<file path="src/rtl/ar_req_arbiter.sv">
// Round-robin AR request arbiter with internal tag allocation and tag recycling.
// Optional build macro AR_ARB_QOS_EN restricts competition to the highest-QoS valid requesters.
module ar_req_arbiter #(
  parameter int NUM_REQ    = 4,
  parameter int ID_WIDTH   = 4,
  parameter int ADDR_WIDTH = 32,
  parameter int LEN_WIDTH  = 8,
  parameter int TAG_WIDTH  = 4,
  localparam int SRC_W     = $clog2(NUM_REQ)
) (
  input  logic                          clk,
  input  logic                          rst,
  input  logic [NUM_REQ-1:0]            in_valid,
  output logic [NUM_REQ-1:0]            in_ready,
  input  logic [NUM_REQ*ID_WIDTH-1:0]   in_id,
  input  logic [NUM_REQ*ADDR_WIDTH-1:0] in_addr,
  input  logic [NUM_REQ*LEN_WIDTH-1:0]  in_len,
  input  logic [NUM_REQ*3-1:0]          in_size,
  input  logic [NUM_REQ*2-1:0]          in_burst,
  input  logic [NUM_REQ*4-1:0]          in_qos,
  output logic                          out_valid,
  input  logic                          out_ready,
  output logic [ID_WIDTH-1:0]           out_id,
  output logic [ADDR_WIDTH-1:0]         out_addr,
  output logic [LEN_WIDTH-1:0]          out_len,
  output logic [2:0]                    out_size,
  output logic [1:0]                    out_burst,
  output logic [3:0]                    out_qos,
  output logic [TAG_WIDTH-1:0]          out_tagid,
  output logic [SRC_W-1:0]              out_src,
  input  logic                          rel_valid,
  input  logic [TAG_WIDTH-1:0]          rel_tag,
  output logic [TAG_WIDTH:0]            tags_busy,
  output logic                          tag_err
);

  localparam int NUM_TAGS = 2 ** TAG_WIDTH;
  localparam logic [TAG_WIDTH:0] CNT_ONE = 1;

  // Handshakes: a beat transfers on a clock edge where valid && ready are both high;
  // valid never depends on ready, and the output beat is held stable until accepted.

  logic [ID_WIDTH-1:0]   id_a    [NUM_REQ];
  logic [ADDR_WIDTH-1:0] addr_a  [NUM_REQ];
  logic [LEN_WIDTH-1:0]  len_a   [NUM_REQ];
  logic [2:0]            size_a  [NUM_REQ];
  logic [1:0]            burst_a [NUM_REQ];
  logic [3:0]            qos_a   [NUM_REQ];

  for (genvar k = 0; k < NUM_REQ; k++) begin : g_unpack
    assign id_a[k]    = in_id[k*ID_WIDTH +: ID_WIDTH];
    assign addr_a[k]  = in_addr[k*ADDR_WIDTH +: ADDR_WIDTH];
    assign len_a[k]   = in_len[k*LEN_WIDTH +: LEN_WIDTH];
    assign size_a[k]  = in_size[k*3 +: 3];
    assign burst_a[k] = in_burst[k*2 +: 2];
    assign qos_a[k]   = in_qos[k*4 +: 4];
  end

  logic [SRC_W-1:0]    rr_ptr;
  logic [NUM_TAGS-1:0] tag_map;
  logic [NUM_REQ-1:0]  elig;
  logic [SRC_W-1:0]    win;
  logic [TAG_WIDTH-1:0] free_tag;
  logic                free_any;
  logic                stage_open;
  logic                grant;
  logic                rel_ok;
  logic                rel_bad;
  logic [NUM_TAGS-1:0] set_mask;
  logic [NUM_TAGS-1:0] clr_mask;
  int                  scan_idx;

`ifdef AR_ARB_QOS_EN
  logic [3:0] max_qos;

  always_comb begin
    max_qos = '0;
    elig    = '0;
    for (int k = 0; k < NUM_REQ; k++) begin
      if (in_valid[k] && (qos_a[k] > max_qos)) max_qos = qos_a[k];
    end
    for (int k = 0; k < NUM_REQ; k++) begin
      elig[k] = in_valid[k] && (qos_a[k] == max_qos);
    end
  end
`else
  assign elig = in_valid;
`endif

  // Scan downwards so the last hit is the first eligible requester at or after rr_ptr.
  always_comb begin
    win      = '0;
    scan_idx = 0;
    for (int i = NUM_REQ - 1; i >= 0; i--) begin
      scan_idx = int'(rr_ptr) + i;
      if (scan_idx >= NUM_REQ) scan_idx = scan_idx - NUM_REQ;
      if (elig[scan_idx]) win = SRC_W'(scan_idx);
    end
  end

  always_comb begin
    free_tag = '0;
    for (int t = NUM_TAGS - 1; t >= 0; t--) begin
      if (!tag_map[t]) free_tag = TAG_WIDTH'(t);
    end
  end

  assign free_any   = ~&tag_map;
  assign stage_open = !out_valid || out_ready;
  assign grant      = stage_open && free_any && (|in_valid);
  assign rel_ok     = rel_valid && tag_map[rel_tag];
  assign rel_bad    = rel_valid && !tag_map[rel_tag];
  assign set_mask   = grant  ? (NUM_TAGS'(1) << free_tag) : '0;
  assign clr_mask   = rel_ok ? (NUM_TAGS'(1) << rel_tag)  : '0;

  always_comb begin
    in_ready = '0;
    if (grant) in_ready[win] = 1'b1;
  end

  always_ff @(posedge clk or posedge rst) begin
    if (rst) begin
      out_valid <= 1'b0;
      out_id    <= '0;
      out_addr  <= '0;
      out_len   <= '0;
      out_size  <= '0;
      out_burst <= '0;
      out_qos   <= '0;
      out_tagid <= '0;
      out_src   <= '0;
      rr_ptr    <= '0;
    end else if (grant) begin
      out_valid <= 1'b1;
      out_id    <= id_a[win];
      out_addr  <= addr_a[win];
      out_len   <= len_a[win];
      out_size  <= size_a[win];
      out_burst <= burst_a[win];
      out_qos   <= qos_a[win];
      out_tagid <= free_tag;
      out_src   <= win;
      rr_ptr    <= (win == SRC_W'(NUM_REQ - 1)) ? '0 : win + SRC_W'(1);
    end else if (out_ready) begin
      out_valid <= 1'b0;
    end
  end

  // Grant only ever sets a free tag and release only clears a busy one, so masks never overlap.
  always_ff @(posedge clk or posedge rst) begin
    if (rst) begin
      tag_map   <= '0;
      tags_busy <= '0;
      tag_err   <= 1'b0;
    end else begin
      tag_map <= (tag_map | set_mask) & ~clr_mask;
      case ({grant, rel_ok})
        2'b10:   tags_busy <= tags_busy + CNT_ONE;
        2'b01:   tags_busy <= tags_busy - CNT_ONE;
        default: tags_busy <= tags_busy;
      endcase
      if (rel_bad) tag_err <= 1'b1;
    end
  end

endmodule
</file>
<file path="config.mk">
export PLATFORM = sky130hd
export DESIGN_NAME = ar_req_arbiter
export DESIGN_NICKNAME = d
export VERILOG_FILES = /design/src/rtl/ar_req_arbiter.sv
export SDC_FILE = /design/constraint.sdc
export NUM_CORES = 1
export LEC_CHECK = 0
export ABC_AREA = 0
export CAP_MARGIN = 20
export CORE_AREA = 2 2 119 121
export CTS_CLUSTER_SIZE = 24
export DETAILED_ROUTE_END_ITERATION = 6
export DIE_AREA = 0 0 121 123
export GPL_TIMING_DRIVEN = 0
export PLACE_DENSITY = 0.82
export RECOVER_POWER = 25
export SLEW_MARGIN = 10
export SYNTH_ARGS = -nofsm -noshare
export SYNTH_HDL_FRONTEND = slang
export SYNTH_SLANG_ARGS = --single-unit
</file>
<file path="constraint.sdc">
create_clock -name clk -period 3.5 [get_ports clk]
set_input_delay 0.875 -clock clk [delete_from_list [all_inputs] [get_ports clk]]
set_output_delay 0.875 -clock clk [all_outputs]
set_load 0.02 [all_outputs]
</file>
# Yosys cells after proc, flatten, opt, wreduce, memory -nomap -nowiden
# Index checks and enable logic that the tools add are counted.
[classes]
magnitude_cmp = 12
bitwise_logic = 4
shift = 2
eq_ne = 3
reduce_logical = 13
muxes = 65
add_sub_neg = 10
[op_table]
columns = ["operator", "n"]
rows = [
  ["$mux W32", 6],
  ["$lt A32 B4 Y1 const B", 4],
  ["$mux W4", 21],
  ["$bmux W32 S2", 1],
  ["$mux W16", 2],
  ["$shl A1 B4 Y16 const A", 2],
  ["$and A16 B16 Y16", 1],
  ["$bmux W4 S2", 2],
  ["$bmux W8 S2", 1],
  ["$mux W8", 2],
  ["$not A16 Y16", 1],
  ["$or A16 B16 Y16", 1],
  ["$reduce_and A16 Y1", 1],
  ["$mux W2", 7],
  ["$ge A3 B3 Y1 const B", 4],
  ["$mux W1", 12],
  ["$sub A3 B3 Y4 const B", 3],
  ["$pmux W5 S2", 1],
  ["$bmux W1 S2", 4],
  ["$add A2 B2 Y3 const B", 2],
  ["$bmux W3 S2", 1],
  ["$mux W3", 2],
  ["$add A5 B1 Y5 const B", 1],
  ["$logic_and A1 B1 Y1", 5],
  ["18 further kinds", 22],
]
[totals]
regBits = 84
input_bits = 224
out_inout_bits = 70
elab_cells = 122

# Longest topological paths before layout
[logic_depth]
depth_word = 20
mapped_depth = 16

# Worst setup path after synthesis
# OpenSTA, ideal clock, no wires.
[synth_timing]
path_kind = "in2reg"
from = "in rel_tag[0]"
to = "reg tags_busy[4]"
slack_ns = 0.168
required_ns = 3.370
setup_ns = 0.130
cell_stages = 14
arrival_ns = 3.202
cell_sequence = "buf_2 > mux4_2 > mux2_2 > o21ai_1 > nor2_1 > ha_1 > inv_1 > fa_1 > inv_1 > a21o_1 > a21oi_1 > xnor2_1 > nor2_1 > xor2_1"
[synth_between]
elab_chain_len = 5
word_cells_on_any_way = 7
[synth_rtl]
columns = ["item", "line", "rtl"]
rows = [
  ["start: declaration", "32", "input logic [TAG_WIDTH-1:0] rel_tag,"],
  ["$bmux W1 S4 *", "111", "assign rel_ok = rel_valid && tag_map[rel_tag];"],
  ["$mux W1 (implied by the code) *", "111", ""],
  ["$logic_and A1 B1 Y1 *", "111", ""],
  ["$eq A2 B1 Y1 or $eq A2 B2 Y1 (tied branches)", "157", "case ({grant, rel_ok})"],
  ["$pmux W5 S2 or $reduce_bool A2 Y1 (tied branches)", "n/a", ""],
  ["end signal: assignment", "158", "2'b10: tags_busy <= tags_busy + CNT_ONE;"],
  ["end signal: assignment", "159", "2'b01: tags_busy <= tags_busy - CNT_ONE;"],
  ["end signal: assignment", "160", "default: tags_busy <= tags_busy;"],
  ["end: declaration", "33", "output logic [TAG_WIDTH:0] tags_busy,"],
]
# Every way passes the cells marked *; elsewhere a longest branch is shown, timed or not. The select of a mux whose other input is x is not followed.
# A chain may end at the register's enable or synchronous reset.

# Final worst setup path
[layout_timing]
from = "in in_valid[3]"
to = "out in_ready[2]"
[layout_between]
elab_chain_len = 12
word_cells_on_any_way = 24
[layout_rtl]
columns = ["item", "line", "rtl"]
rows = [
  ["start: declaration", "13", "input logic [NUM_REQ-1:0] in_valid,"],
  ["$bmux W1 S2", "97", "if (elig[scan_idx]) win = SRC_W'(scan_idx);"],
  ["$mux W1 (implied by the code) (2 in a row)", "97", ""],
  ["$mux W2 (4 in a row)", "97", ""],
  ["$lt A2 B3 Y1 (implied by the code) or $ge A2 B1 Y1 (tied branches)", "118", "if (grant) in_ready[win] = 1'b1;"],
  ["$logic_and A1 B1 Y1 (implied by the code)", "118", ""],
  ["$mux W1 (implied by the code)", "118", ""],
  ["$demux W1 S2", "118", ""],
  ["$mux W4 *", "118", ""],
  ["end: declaration", "14", "output logic [NUM_REQ-1:0] in_ready,"],
]
# Marked as above.

==> flow_summary.json <==
{
  "synthesis.area_um2": 5169,
  "numCtsBuffers": 9,
  "drc": 0,
  "power_density_nw_per_um2": 670.7,
  "relSlewSlack_pct": -23.52,
  "dp.cells": 977,
  "rows": 43,
  "finalHoldViolations": 0,
  "synth_top_area_cell": "dfrtp_1",
  "p_seq_share_pct": 28.0,
  "cts_tree": "done",
  "setup_viol": 0,
  "htreeDepth": 3,
  "gr-usage-met1_pct": 30.76,
  "netlist_top_cells_count": "108 x mux2i_1, 84 x dfrtp_1, 71 x nand2_1",
  "ys_top_cells_by_area": "dfrtp_1 41%, mux2i_1 21%, o221ai_1 9.2%",
  "fin_nets": 1045,
  "leakagePower_nw": 3.800,
  "grt_pass1_vias": 5573,
  "worstSetupEndpointType": "output port",
  "comb_power_share_pct": 55.4,
  "layout-drive-gt1-share_pct": 9.792,
  "cts_sinks": 84,
  "insertion_delay_ns": 0.34,
  "place_ws_ns": -0.9522,
  "synthSimpleGateAreaFrac_pct": 12.08,
  "cts_buffer_depth": 2,
  "place_hpwl_um": 15670,
  "fmax_mhz": 290.7,
  "wl_per_cell_um": 19.90,
  "cap_violations": 1,
  "vias": 5361,
  "ys.flop_type": "dfrtp_1",
  "grt_max_degree": 46,
  "finalPower_mw": 5.876,
  "cp.arrival_ns": 2.57,
  "viasPerCell": 5.377,
  "first_iter_violations": 283,
  "ys_ff_latch": 84,
  "period_share_pct": 98.29,
  "syn_to_final_growth_pct": 69.50,
  "synth_edf_count": 0,
  "synth_most_common_cell": "mux2i_1",
  "start_util_pct": 37.97,
  "fin_setup_tns_ns": 0,
  "status": "finished with violations",
  "synth_xor_area_share_pct": 0.8473,
  "design.die.area_um2": 14880,
  "path_clk_slew_ns": 0.06,
  "synth_top_area_share_pct": 40.67,
  "path_class": "in -> out",
  "power.share.clock_pct": 16.6,
  "path_max_fanout": 4,
  "synth_top_family_by_area": "multiplexers",
  "antenna_found_initial": 0,
  "ios": 294,
  "fill_cells": 1067,
  "drv_slew": 40,
  "synth_async_sr_flop_share_pct": 100.0,
  "synth_warnings": 0,
  "finalWirelength_um": 19840,
  "p_sw_share_pct": 40.41,
  "instances_no_fill": 997,
  "skew_ns": 0.005665,
  "synthMuxAreaShare_pct": 22.95,
  "synthAdderAreaFrac_pct": 2.324,
  "die_height_um": 123,
  "die_w_um": 121,
  "cts_hold_buf": 0,
  "use_met3_pct": 5.028,
  "layout_setup_ws_ns": 0.05994,
  "cp_data_required_time_ns": 2.62,
  "cell_internal_pwr_mw": 3.501,
  "seq_area_frac_synth_pct": 40.67,
  "synth_compound_area_share_pct": 16.24,
  "holdWs_ns": 0.4644,
  "cts-root-buf": "clkbuf_16",
  "syn_nets": 736,
  "dr.pass1.iters": 5,
  "synth_area_per_cell_um2": 10.28,
  "fin_crit_ns": 3.440,
  "ir_drop_mv": 0.2644,
  "grt-ovfl-total": 0,
  "tightest_slew_ns": 1.843,
  "synth_cell_types": 55,
  "gr-max-usage-layer": "met2",
  "syn-instance-count": 503,
  "globalRouteTotalUtil_pct": 26.16,
  "rsz0062_at_grt": "false",
  "ant_nets": 0,
  "port_buffers": 293,
  "grt_pass1_wl_um": 29770,
  "place.gp.congestion": 0.9054,
  "met2_usage_pct": 47.05,
  "min_path_type": "reg -> reg",
  "switchingPower_mw": 2.374,
  "antenna_cells": 0,
  "startpoint_type": "input pin",
  "core-area_um2": 13610,
  "violations": "max-capacitance violations, max-slew violations"
}
power groups by stage:
stage	Combinational [mW]	Sequential (mW)	Clock (mW)
2_1_floorplan	1.42	1.98	0
3_3_place_gp	3.10	1.62	0
3_5_place_dp	3.17	1.64	0
4_1_cts	3.26	1.64	0.991
5_1_grt	3.45	1.69	1.03
6_report	3.25	1.65	0.976
flip-flops by register name (all words and copies together), names as in the netlist, 2 cells and up:
name	flops
tag_map	16
out_len	8
tags_busy	5
out_src	2
out_qos	4
out_addr	32
rr_ptr	2
out_id	4
out_burst	2
out_size	3
out_tagid	4
per-layer routing:
layer	routed length (um)	up-vias
li1	-	2503
met1	7586	2550
met2	10200	260
met3	1417	48
met4	641	0
met5	0	-
cells by family after synthesis:
group / after synthesis
buf+inv: 53
compound gates: 115
simple gates: 124
fa+ha+maj: 9
xor+xnor: 5
mux: 113
flops: 84
cells in the final DEF, fill, tap and decap left out, types with 5 or more instances in the layout:
cell type | Yosys | layout
clkdlybuf4s50_1 | 0 | 282
mux2i_1 | 108 | 108
dfrtp_1 | 84 | 84
nand2_1 | 71 | 71
o221ai_1 | 54 | 54
a21oi_1 | 31 | 30
buf_2 | 22 | 19
inv_1 | 17 | 15
nor2_1 | 10 | 10
o21ai_0 | 10 | 10
buf_4 | 5 | 9
clkbuf_16 | 0 | 9
ha_1 | 8 | 7
clkbuf_1 | 6 | 6
nand4_1 | 5 | 5
nor2b_1 | 5 | 5
and2_1 | 5 | 5
path summary, 6_finish.rpt:
| check | start | to | slack [ns] | depth (start not counted) |
|---|---|---|---|---|
| worst max-delay path | in_valid[3] | in_ready[2] | 0.06 | 7 |
| max in group asynchronous | rst | out_burst[0]$_DFFE_PP0P_ | 1.17 | 3 |
| worst min register to register | tag_err$_DFFE_PP0P_ | tag_err$_DFFE_PP0P_ | 0.46 | 1 |
| worst min-delay path | tag_err$_DFFE_PP0P_ | tag_err$_DFFE_PP0P_ | 0.46 | 1 |
| worst max register to register | tag_map[2]$_DFF_PP0_ | tags_busy[4]$_DFFE_PP0P_ | 0.54 | 14 |
| min in group asynchronous | rst | out_id[1]$_DFFE_PP0P_ | 1.46 | 2 |
final cells by class:
class                   count  area [um^2]  area share [%]
plain buffers              32        200.2           2.285
inverters                  19        72.57          0.8283
clock buffers              12        256.5           2.928
repair buffers            300         3014           34.40
multi-input cells         366         2843           32.45
flip-flops and latches     84         2102           23.99
clock inverters             4        47.55          0.5427
well taps                 180        225.2           2.571
worst max-delay path, stage by stage:
cell and delay [ns]:
dlygate4sd2_1 0.32, inv_1 0.08, and3_2 0.20, or3_4 0.42, ha_1 0.21, and2_1 0.13, dlygate4sd2_1 0.33
stage by stage:
stage / cell area (um^2) / utilization, %
2_1_floorplan: 5169 / -
3_3_place_gp: 8327 / 61.17
3_5_place_dp: 8357 / 61.39
4_1_cts: 8763 / 64.38
5_1_grt: 8761 / 64.36
6_report: 8761 / 64.36
repair_timing:
item	4_1_cts	5_1_grt
gates resized for setup	26	9
endpoints found under the setup margin	6	5
cloned	1	0
endpoints found under the hold margin	0	0
setup buffers	5	0
No activity file was read; power rests on OpenSTA's default activity.
